File: config.mk
export PLATFORM = sky130hd
export DESIGN_NAME = multicycle_control
export DESIGN_NICKNAME = d
export VERILOG_FILES = /design/src/rtl/multicycle_control.sv
export SDC_FILE = /design/constraint.sdc
export NUM_CORES = 1
export LEC_CHECK = 0
export ABC_AREA = 1
export CORE_MARGIN = 2
export CORE_UTILIZATION = 45
export DETAILED_ROUTE_END_ITERATION = 8
export PLACE_DENSITY = 0.8
export SYNTH_ARGS = -nofsm -noshare
export SYNTH_HDL_FRONTEND = slang
export SYNTH_SLANG_ARGS = --single-unit
export TNS_END_PERCENT = 5
File: constraint.sdc
create_clock -name clk -period 2.3 [get_ports clk]
set_input_delay 0.46 -clock clk [delete_from_list [all_inputs] [get_ports clk]]
set_output_delay 0.46 -clock clk [all_outputs]
set_load 0.02 [all_outputs]
File: src/rtl/multicycle_control.sv
// Multi-cycle MIPS control FSM: walks each instruction through FETCH/DECODE/EXEC/MEM/WB,
// with a handshaked memory port and a fixed-latency multiply/divide wait state.
module multicycle_control #(
    parameter int MULT_CYCLES = 5,
    parameter int DIV_CYCLES  = 10
) (
    input  logic       clk,
    input  logic       reset,
    input  logic [5:0] opcode,
    input  logic [5:0] funct,
    input  logic       zero,
    input  logic       mem_ready,
    output logic       PCWrite,
    output logic [1:0] PCSrc,
    output logic       IRWrite,
    output logic       MemRead,
    output logic       MemWrite,
    output logic [1:0] DMop,
    output logic       RegWrite,
    output logic [1:0] RegDst,
    output logic [1:0] MemtoReg,
    output logic       HiLoSel,
    output logic       ALUSrc,
    output logic [2:0] ALU_Control,
    output logic       EXTop,
    output logic       ToHigh_16,
    output logic       md_start,
    output logic       md_op,
    output logic       HiLoWrite,
    output logic       busy,
    output logic       illegal,
    output logic [2:0] state
);

    if (MULT_CYCLES < 1 || MULT_CYCLES > 15) begin : g_bad_mult_cycles
        $error("multicycle_control: MULT_CYCLES must lie in 1..15");
    end
    if (DIV_CYCLES < 1 || DIV_CYCLES > 15) begin : g_bad_div_cycles
        $error("multicycle_control: DIV_CYCLES must lie in 1..15");
    end

    localparam logic [3:0] MULT_LOAD = 4'(MULT_CYCLES);
    localparam logic [3:0] DIV_LOAD  = 4'(DIV_CYCLES);

    localparam logic [5:0] OP_RTYPE = 6'b000000;
    localparam logic [5:0] OP_J     = 6'b000010;
    localparam logic [5:0] OP_JAL   = 6'b000011;
    localparam logic [5:0] OP_BEQ   = 6'b000100;
    localparam logic [5:0] OP_ADDI  = 6'b001000;
    localparam logic [5:0] OP_ORI   = 6'b001101;
    localparam logic [5:0] OP_LUI   = 6'b001111;
    localparam logic [5:0] OP_LB    = 6'b100000;
    localparam logic [5:0] OP_LH    = 6'b100001;
    localparam logic [5:0] OP_LW    = 6'b100011;
    localparam logic [5:0] OP_SB    = 6'b101000;
    localparam logic [5:0] OP_SH    = 6'b101001;
    localparam logic [5:0] OP_SW    = 6'b101011;

    localparam logic [5:0] FN_JR   = 6'b001000;
    localparam logic [5:0] FN_JALR = 6'b001001;
    localparam logic [5:0] FN_MFHI = 6'b010000;
    localparam logic [5:0] FN_MFLO = 6'b010010;
    localparam logic [5:0] FN_MULT = 6'b011000;
    localparam logic [5:0] FN_DIV  = 6'b011010;
    localparam logic [5:0] FN_ADD  = 6'b100000;
    localparam logic [5:0] FN_ADDU = 6'b100001;
    localparam logic [5:0] FN_SUB  = 6'b100010;
    localparam logic [5:0] FN_SUBU = 6'b100011;
    localparam logic [5:0] FN_AND  = 6'b100100;
    localparam logic [5:0] FN_OR   = 6'b100101;

    localparam logic [2:0] ALU_AND = 3'b000;
    localparam logic [2:0] ALU_OR  = 3'b001;
    localparam logic [2:0] ALU_ADD = 3'b010;
    localparam logic [2:0] ALU_SUB = 3'b110;

    typedef enum logic [2:0] {
        S_FETCH    = 3'd0,
        S_DECODE   = 3'd1,
        S_EXEC     = 3'd2,
        S_MEM      = 3'd3,
        S_WB       = 3'd4,
        S_MDU_WAIT = 3'd5
    } state_t;

    typedef enum logic [3:0] {
        K_ALU, K_LOAD, K_STORE, K_BEQ, K_JUMP, K_JAL, K_JR, K_JALR,
        K_MULT, K_DIV, K_MFHI, K_MFLO, K_BAD
    } kind_t;

    state_t     cur_state, next_state;
    logic [3:0] md_count, md_count_next;

    kind_t      kind;
    logic       r_type;
    logic [2:0] alu_ctrl;
    logic       alu_src;
    logic       ext_op;
    logic       to_high;
    logic [1:0] dm_width;

    // Instruction classification; only consumed from DECODE onward, so IR contents during FETCH never matter.
    always_comb begin
        kind     = K_BAD;
        r_type   = (opcode == OP_RTYPE);
        alu_ctrl = ALU_AND;
        alu_src  = 1'b0;
        ext_op   = 1'b0;
        to_high  = 1'b0;
        dm_width = 2'b00;
        case (opcode)
            OP_RTYPE: begin
                case (funct)
                    FN_ADD, FN_ADDU: begin kind = K_ALU; alu_ctrl = ALU_ADD; ext_op = 1'b1; end
                    FN_SUB, FN_SUBU: begin kind = K_ALU; alu_ctrl = ALU_SUB; ext_op = 1'b1; end
                    FN_AND:  begin kind = K_ALU; alu_ctrl = ALU_AND; ext_op = 1'b1; end
                    FN_OR:   begin kind = K_ALU; alu_ctrl = ALU_OR;  ext_op = 1'b1; end
                    FN_JR:   kind = K_JR;
                    FN_JALR: kind = K_JALR;
                    FN_MULT: kind = K_MULT;
                    FN_DIV:  kind = K_DIV;
                    FN_MFHI: kind = K_MFHI;
                    FN_MFLO: kind = K_MFLO;
                    default: kind = K_BAD;
                endcase
            end
            OP_ORI:  begin kind = K_ALU; alu_ctrl = ALU_OR;  alu_src = 1'b1; end
            OP_ADDI: begin kind = K_ALU; alu_ctrl = ALU_ADD; alu_src = 1'b1; ext_op = 1'b1; end
            OP_LUI: begin
                kind     = K_ALU;
                alu_ctrl = ALU_OR;
                alu_src  = 1'b1;
                ext_op   = 1'b1;
                to_high  = 1'b1;
            end
            OP_LW, OP_LH, OP_LB, OP_SW, OP_SH, OP_SB: begin
                kind     = opcode[3] ? K_STORE : K_LOAD;
                alu_ctrl = ALU_ADD;
                alu_src  = 1'b1;
                ext_op   = 1'b1;
                case (opcode[1:0])
                    2'b00:   dm_width = 2'b01;
                    2'b01:   dm_width = 2'b10;
                    default: dm_width = 2'b00;
                endcase
            end
            OP_BEQ: begin kind = K_BEQ; alu_ctrl = ALU_SUB; end
            OP_J:    kind = K_JUMP;
            OP_JAL:  kind = K_JAL;
            default: kind = K_BAD;
        endcase
    end

    always_ff @(posedge clk or negedge reset) begin
        if (!reset) begin
            cur_state <= S_FETCH;
            md_count  <= 4'd0;
        end else begin
            cur_state <= next_state;
            md_count  <= md_count_next;
        end
    end

    // Outputs are forced quiet while reset is held so no strobe can fire during an abort.
    always_comb begin
        next_state    = cur_state;
        md_count_next = md_count;
        PCWrite       = 1'b0;
        PCSrc         = 2'b00;
        IRWrite       = 1'b0;
        MemRead       = 1'b0;
        MemWrite      = 1'b0;
        DMop          = 2'b00;
        RegWrite      = 1'b0;
        RegDst        = 2'b00;
        MemtoReg      = 2'b00;
        HiLoSel       = 1'b0;
        ALUSrc        = 1'b0;
        ALU_Control   = 3'b000;
        EXTop         = 1'b0;
        ToHigh_16     = 1'b0;
        md_start      = 1'b0;
        md_op         = 1'b0;
        HiLoWrite     = 1'b0;
        busy          = 1'b0;
        illegal       = 1'b0;
        if (reset) begin
            case (cur_state)
                S_FETCH: begin
                    MemRead = 1'b1;
                    if (mem_ready) begin
                        IRWrite    = 1'b1;
                        PCWrite    = 1'b1;
                        next_state = S_DECODE;
                    end
                end
                S_DECODE: begin
                    if (kind == K_BAD) begin
                        illegal    = 1'b1;
                        next_state = S_FETCH;
                    end else begin
                        next_state = S_EXEC;
                    end
                end
                S_EXEC: begin
                    case (kind)
                        K_ALU, K_LOAD, K_STORE: begin
                            ALU_Control = alu_ctrl;
                            ALUSrc      = alu_src;
                            EXTop       = ext_op;
                            ToHigh_16   = to_high;
                            next_state  = (kind == K_ALU) ? S_WB : S_MEM;
                        end
                        K_BEQ: begin
                            ALU_Control = alu_ctrl;
                            PCWrite     = zero;
                            PCSrc       = 2'b01;
                            next_state  = S_FETCH;
                        end
                        K_JUMP, K_JAL: begin
                            PCWrite    = 1'b1;
                            PCSrc      = 2'b10;
                            next_state = S_FETCH;
                            if (kind == K_JAL) begin
                                RegWrite = 1'b1;
                                RegDst   = 2'b10;
                                MemtoReg = 2'b10;
                            end
                        end
                        K_JR, K_JALR: begin
                            PCWrite    = 1'b1;
                            PCSrc      = 2'b11;
                            next_state = S_FETCH;
                            if (kind == K_JALR) begin
                                RegWrite = 1'b1;
                                RegDst   = 2'b01;
                                MemtoReg = 2'b10;
                            end
                        end
                        K_MULT, K_DIV: begin
                            md_start      = 1'b1;
                            md_op         = (kind == K_DIV);
                            md_count_next = (kind == K_DIV) ? DIV_LOAD : MULT_LOAD;
                            next_state    = S_MDU_WAIT;
                        end
                        K_MFHI, K_MFLO: begin
                            HiLoSel    = (kind == K_MFHI);
                            next_state = S_WB;
                        end
                        default: next_state = S_FETCH;
                    endcase
                end
                S_MEM: begin
                    DMop     = dm_width;
                    MemRead  = (kind == K_LOAD);
                    MemWrite = (kind == K_STORE);
                    if (mem_ready) begin
                        next_state = (kind == K_LOAD) ? S_WB : S_FETCH;
                    end
                end
                S_WB: begin
                    RegWrite   = 1'b1;
                    RegDst     = r_type ? 2'b01 : 2'b00;
                    HiLoSel    = (kind == K_MFHI);
                    next_state = S_FETCH;
                    if (kind == K_LOAD) begin
                        MemtoReg = 2'b01;
                    end else if (kind == K_MFHI || kind == K_MFLO) begin
                        MemtoReg = 2'b11;
                    end
                end
                S_MDU_WAIT: begin
                    // Counter is loaded with the occupancy, so the cycle seeing 1 is the last one.
                    busy = 1'b1;
                    if (md_count <= 4'd1) begin
                        HiLoWrite     = 1'b1;
                        md_count_next = 4'd0;
                        next_state    = S_FETCH;
                    end else begin
                        md_count_next = md_count - 4'd1;
                    end
                end
                default: next_state = S_FETCH;
            endcase
        end
    end

    assign state = cur_state;

endmodule

Word level (Yosys, flattened, before mapping) --
Index checks and enable logic that the tools add are counted.
Storage, ports and cells: register bits after elaboration 7, input port bits 16, output and inout bits 28, word-level logic and storage cells 158
Cells by class: add/sub/neg operators 1, order comparisons 1, eq/ne operators 46, muxes and demuxes 84, reductions and logical operators 24
Operator list (count):
- == test 6 bit (second input constant) | 12
- two-way mux 1 bit | 40
- == test 6 x 4 -> 1 bit (second input constant) | 5
- one-hot mux 4 bit (7 select lines) | 1
- two-way mux 2 bit | 13
- == test 6 x 5 -> 1 bit (second input constant) | 4
- two-way mux 3 bit | 8
- one-hot mux 4 bit (6 select lines) | 1
- == test 4 bit (second input constant) | 5
- one-hot mux 2 bit (2 select lines) | 5
- one-hot mux 3 bit (3 select lines) | 2
- == test 4 x 3 -> 1 bit (second input constant) | 4
- one-hot mux 3 bit (5 select lines) | 1
- one-hot mux 1 bit (2 select lines) | 7
- OR reduction 2 bit | 7
- == test 6 x 2 -> 1 bit (second input constant) | 2
- two-way mux 4 bit | 3
- one-hot mux 3 bit (4 select lines) | 1
- OR reduction 6 bit | 2
- OR reduction 9 bit | 1
- == test 4 x 2 -> 1 bit (second input constant) | 2
- one-hot mux 4 bit (2 select lines) | 1
- OR reduction 4 bit | 2
- OR reduction 8 bit | 1
- 21 further kinds | 26

Depth between registers and ports, before layout --
Gate-level depths: netlist of run 1.
depth in word-level cells 10, depth in mapped cells 14, depth with buffers taken out 14

Worst setup path before layout of run 1 --
OpenSTA, ideal clock, no wires.
path kind input-to-output, start in opcode[5], end out HiLoSel, data arrival time 1821 ps, data required time 1840 ps, slack 19 ps, stages 5, path buffers 0, cells stage by stage nor2_4 -> nand3_4 -> nor3_4 -> nand4_2 -> a211oi_1
Between the ends: longest elaborated chain between the ends 8, elaborated cells between the ends (all ways) 22, classes of those cells 14 x eq/ne; 4 x mux; 4 x reduce/logical
RTL lines:
- start: declaration | RTL line 9 | input logic [5:0] opcode,
- == test 6 bit or == test 6 x 4 -> 1 bit (tied branches) | RTL line 111 | case (opcode)
- OR reduction 6 bit or OR reduction 3 bit (tied branches)
- one-hot mux 4 bit (6 select lines) (*) | RTL line 111
- == test 4 bit, on equally long branches | RTL line 206, 247, 264
- OR reduction 2 bit | RTL line 206 | case (kind)
- two-way mux 1 bit | RTL line 206
- one-hot mux 1 bit (2 select lines) (*) | RTL line 188 | case (cur_state)
- two-way mux 1 bit (*) | RTL line 187 | if (reset) begin
- end: declaration | RTL line 22 | output logic HiLoSel,
Every way passes the cells marked *; elsewhere a longest branch is shown, timed or not.

Worst setup path in the final report of run 1 --
start in funct[3], end out ALUSrc
Between the ends: longest elaborated chain between the ends 9, elaborated cells between the ends (all ways) 22, classes of those cells 14 x eq/ne; 5 x mux; 3 x reduce/logical
RTL lines:
- start: declaration | RTL line 10 | input logic [5:0] funct,
- == test 6 bit | RTL line 113 | case (funct)
- OR reduction 6 bit (no source line)
- one-hot mux 4 bit (7 select lines) (*) | RTL line 113
- one-hot mux 4 bit (6 select lines) (*) | RTL line 111
- == test 4 x 1 -> 1 bit (tied with other cells) | RTL line 206
- OR reduction 3 bit (*) | RTL line 206
- two-way mux 1 bit (*) | RTL line 206
- two-way mux 1 bit (*) | RTL line 188
- two-way mux 1 bit (*) | RTL line 187
- end: declaration | RTL line 23 | output logic ALUSrc,
Marks and branches as above.

==> qor.txt, run 1 <==
Power density cells = 418.6 mW/mm²
Maxcap violations = 0
CP Capture Type = primary output
Yosys Warn Count = 0
Largest cells by area after synthesis = nand2_1 15%, dfrtp_1 14%, nor2_1 9.3%
Largest net degree at the start of global routing = 12
Placement row count = 19
Leakage = 1.341 nW
Die height = 56.68 µm
Hold Fails Final Rpt = 0
Setup crit start = funct[3]
Largest family of logic cells by synthesized area = simple AND/OR/NAND/NOR gates
Core ar. = 0.002686 mm²
Status = finished with violations
Data required time of the critical path = 1.84 ns
Die Wd = 56.68 µm
Rel. slew slack = 76.97%
Syn_area_per_cell = 5.835 µm²
Via count = 2,224
Worst setup margin = -0.2343 ns
Clock Path Buffers = 2
Yosys cell types = 32
First-pass GRT wire length = 8.949 mm
Die area = 0.003212 mm²
Wire length on met3 = 736 µm
Worst path cell trace = clkbuf_2, nor2_2, nand2_2, nand2_2, buf_4, nor3_4, buf_6, nor2_4, inv_2, nor3_4, nand2_4, nor2_4, buf_6
Final Hold Slack = 0.5465 ns
HP Class = input pin to asynchronous set/reset pin
CP max stage delay = 0.20 ns
Max H-tree Level = 1
Via density = 5.947
Adder-Cell Fraction of Synth Area = 2.004%
Syn Inst Count = 214
Vias in the first global route = 1,943
Compound-gate portion of the synthesized area = 11.72%
Post-Layout Inst Area = 0.002536 mm²
Root buffer cell = clkbuf_4
#FFs+latches synth = 7
Drt first-iter violations = 262
Final Skew = 0.0004615 ns
Crit path kind = input pin to primary output
DRT Pass-1 Iters = 5
Syn_nets = 232
Post-Syn Area = 0.001249 mm²
Nets = 362
Cell area after placement = 0.002191 mm²
Crit path max-delay cell type = nor3_4
Tot Pwr = 1.062 mW
# hold bufs at CTS = 0
Layout cells sized above 1 = 57.14%
Area grow syn2layout = 103.1%
Setup violation total in the final timing report = 18
Routability Congestion = 0.8919
DRT antenna net count = 0
Port-buffer cells = 43
Worst slew pin tran = 0.3428 ns
Num CTS Buffers = 3
Most frequent cells in the layout = 87 x buf_4, 42 x nand2_1, 26 x inv_1
CP Max Fanout = 4
Max VDD drop = 0.6759 mV
Top cell type by total area after synthesis = nand2_1
Simple-gate share of the synthesized area = 59.82%
Starting density of the core = 46.48%
Buffers and inverters on the worst path = 5
CTS tree = built
Failing checks = negative setup slack
DRT Wirelength = 7.300 mm
Routed len/inst = 19.52 µm
CP top delay family = simple AND/OR/NAND/NOR gates
R2r startpoint = md_count[0]
Placed cells = 351
Overflow after GRT = 0
RSZ-0062 raised after global routing = true
Later-pin clock latency in the skew report = 0.25 ns
Wire length on met2 = 3.555 mm
Final Instance Count excl. Fillers = 374
Boundary Pins = 44
Fmax = 394.6 MHz
Diodes inserted = 0
Number of remaining DRC errors = 0
Worst path arrival time = 2.07 ns
Yosys top cell area share = 14.73%
DPL Wire Length = 3.428 mm
Reg clk slew, reported paths = 0.05 ns
GRT Total Usage = 35.89%
CTS sink cnt = 7
Pre-CTS setup slack = -1.036 ns
WL met1 = 2.567 mm
Commonest non-fill, non-tap cell in the layout = buf_4
Mux contribution to synthesized area = 0%
Crit start category = input pin
Fin crit share = 110.2%
Initial antenna violation count = 0
Synth Area in XOR/XNOR = 0.7014%
Max-slew violations = 0
Sequential element share of the synthesized area = 14.03%
Top Layer Used = met4
Period minus WS final = 2.534 ns
==> stage by stage <==
step                      setup TNS, ns  utilization [%]
after CTS                        -2.520            86.87
after detailed placement         -21.00            81.56
after global routing             -3.558            94.41
final                            -2.515            94.41
after global placement           -19.30            81.56
after floorplan                       0                -
==> worst reg2reg max path, delay by kind of cell (launching register included) <==
kind,cells,cell delay (ns)
AOI/OAI and AO/OA,3,0.69
and+or+nand+nor,4,0.52
DFF,1,0.41
adders and majority gates,1,0.25
buffers and inverters,1,0.10
==> final timing paths <==
check,end,slack [ns],cells past startpoint
worst max register to register,md_count[3],0.27,9
max in group asynchronous,md_count[0],1.61,2
worst min register to register,md_count[0],0.62,2
worst max-delay path,ALUSrc,-0.23,13
worst min-delay path,md_count[2],0.55,2
min in group clk,md_count[0],0.62,2
==> logic make-up (layout without fill, tap and decap cells) <==
family | Yosys count | count (layout)
AND/OR/NAND/NOR | 143 | 143
buffers and inverters | 39 | 168
AO/OA/AOI/OAI | 22 | 22
flip-flops | 7 | 7
adder cells (fa/ha/maj) | 2 | 2
XOR/XNOR | 1 | 1
==> power breakdown <==
part           switching [mW]  total [mW]  internal, mW
logic                   0.423       0.714         0.291
clock network          0.0489       0.115        0.0664
registers              0.0625       0.232         0.169
==> registers in the layout (all words and copies together), names as in the netlist <==
name	count
state	3
md_count	4
==> repair_timing <==
action	CTS	global route
endpoints found under the setup margin	27	24
buffers inserted	10	9
gates resized for setup	158	74
pin swaps	21	25
==> synth_stat cells (all sizes together) <==
cell type / count
or2: 1
nand3: 22
a21oi: 9
o22ai: 1
a22oi: 1
nor2: 44
nand2: 60
a211oi: 2
o21ai: 4
nor4: 1
o211ai: 1
clkinv: 1
o21a: 2
nand4: 4
o21bai: 2
ha: 2
inv: 38
nor3: 11
dfrtp: 7
xor2: 1
==> layer usage <==
layer,global-route usage (%),up-vias
met2,62.96,194
met1,40.77,1019
met4,17.35,0
li1,-,947
met5,0,-
met3,7.604,64
==> cell type report <==
type                            count  area, µm²
Sequential cell                     7      175.2
Clock buffer                        4      26.28
Fill cell                          86      150.1
Tap cell                           31      38.79
Timing Repair Buffer              125       1003
Multi-Input combinational cell    168       1141
Inverter                           39      151.4
Power figures use the tool's default switching activity.
==> inputs of run 2 (changes only) <==
--- a/config.mk
+++ b/config.mk
@@ -9,6 +9,7 @@
 export CORE_MARGIN = 2
 export CORE_UTILIZATION = 45
 export DETAILED_ROUTE_END_ITERATION = 8
+export GPL_ROUTABILITY_DRIVEN = 0
 export PLACE_DENSITY = 0.8
 export SYNTH_ARGS = -nofsm -noshare
 export SYNTH_HDL_FRONTEND = slang
==> results of run 2 <==
Final layout, timing and power as in run 1 (identical DEF).
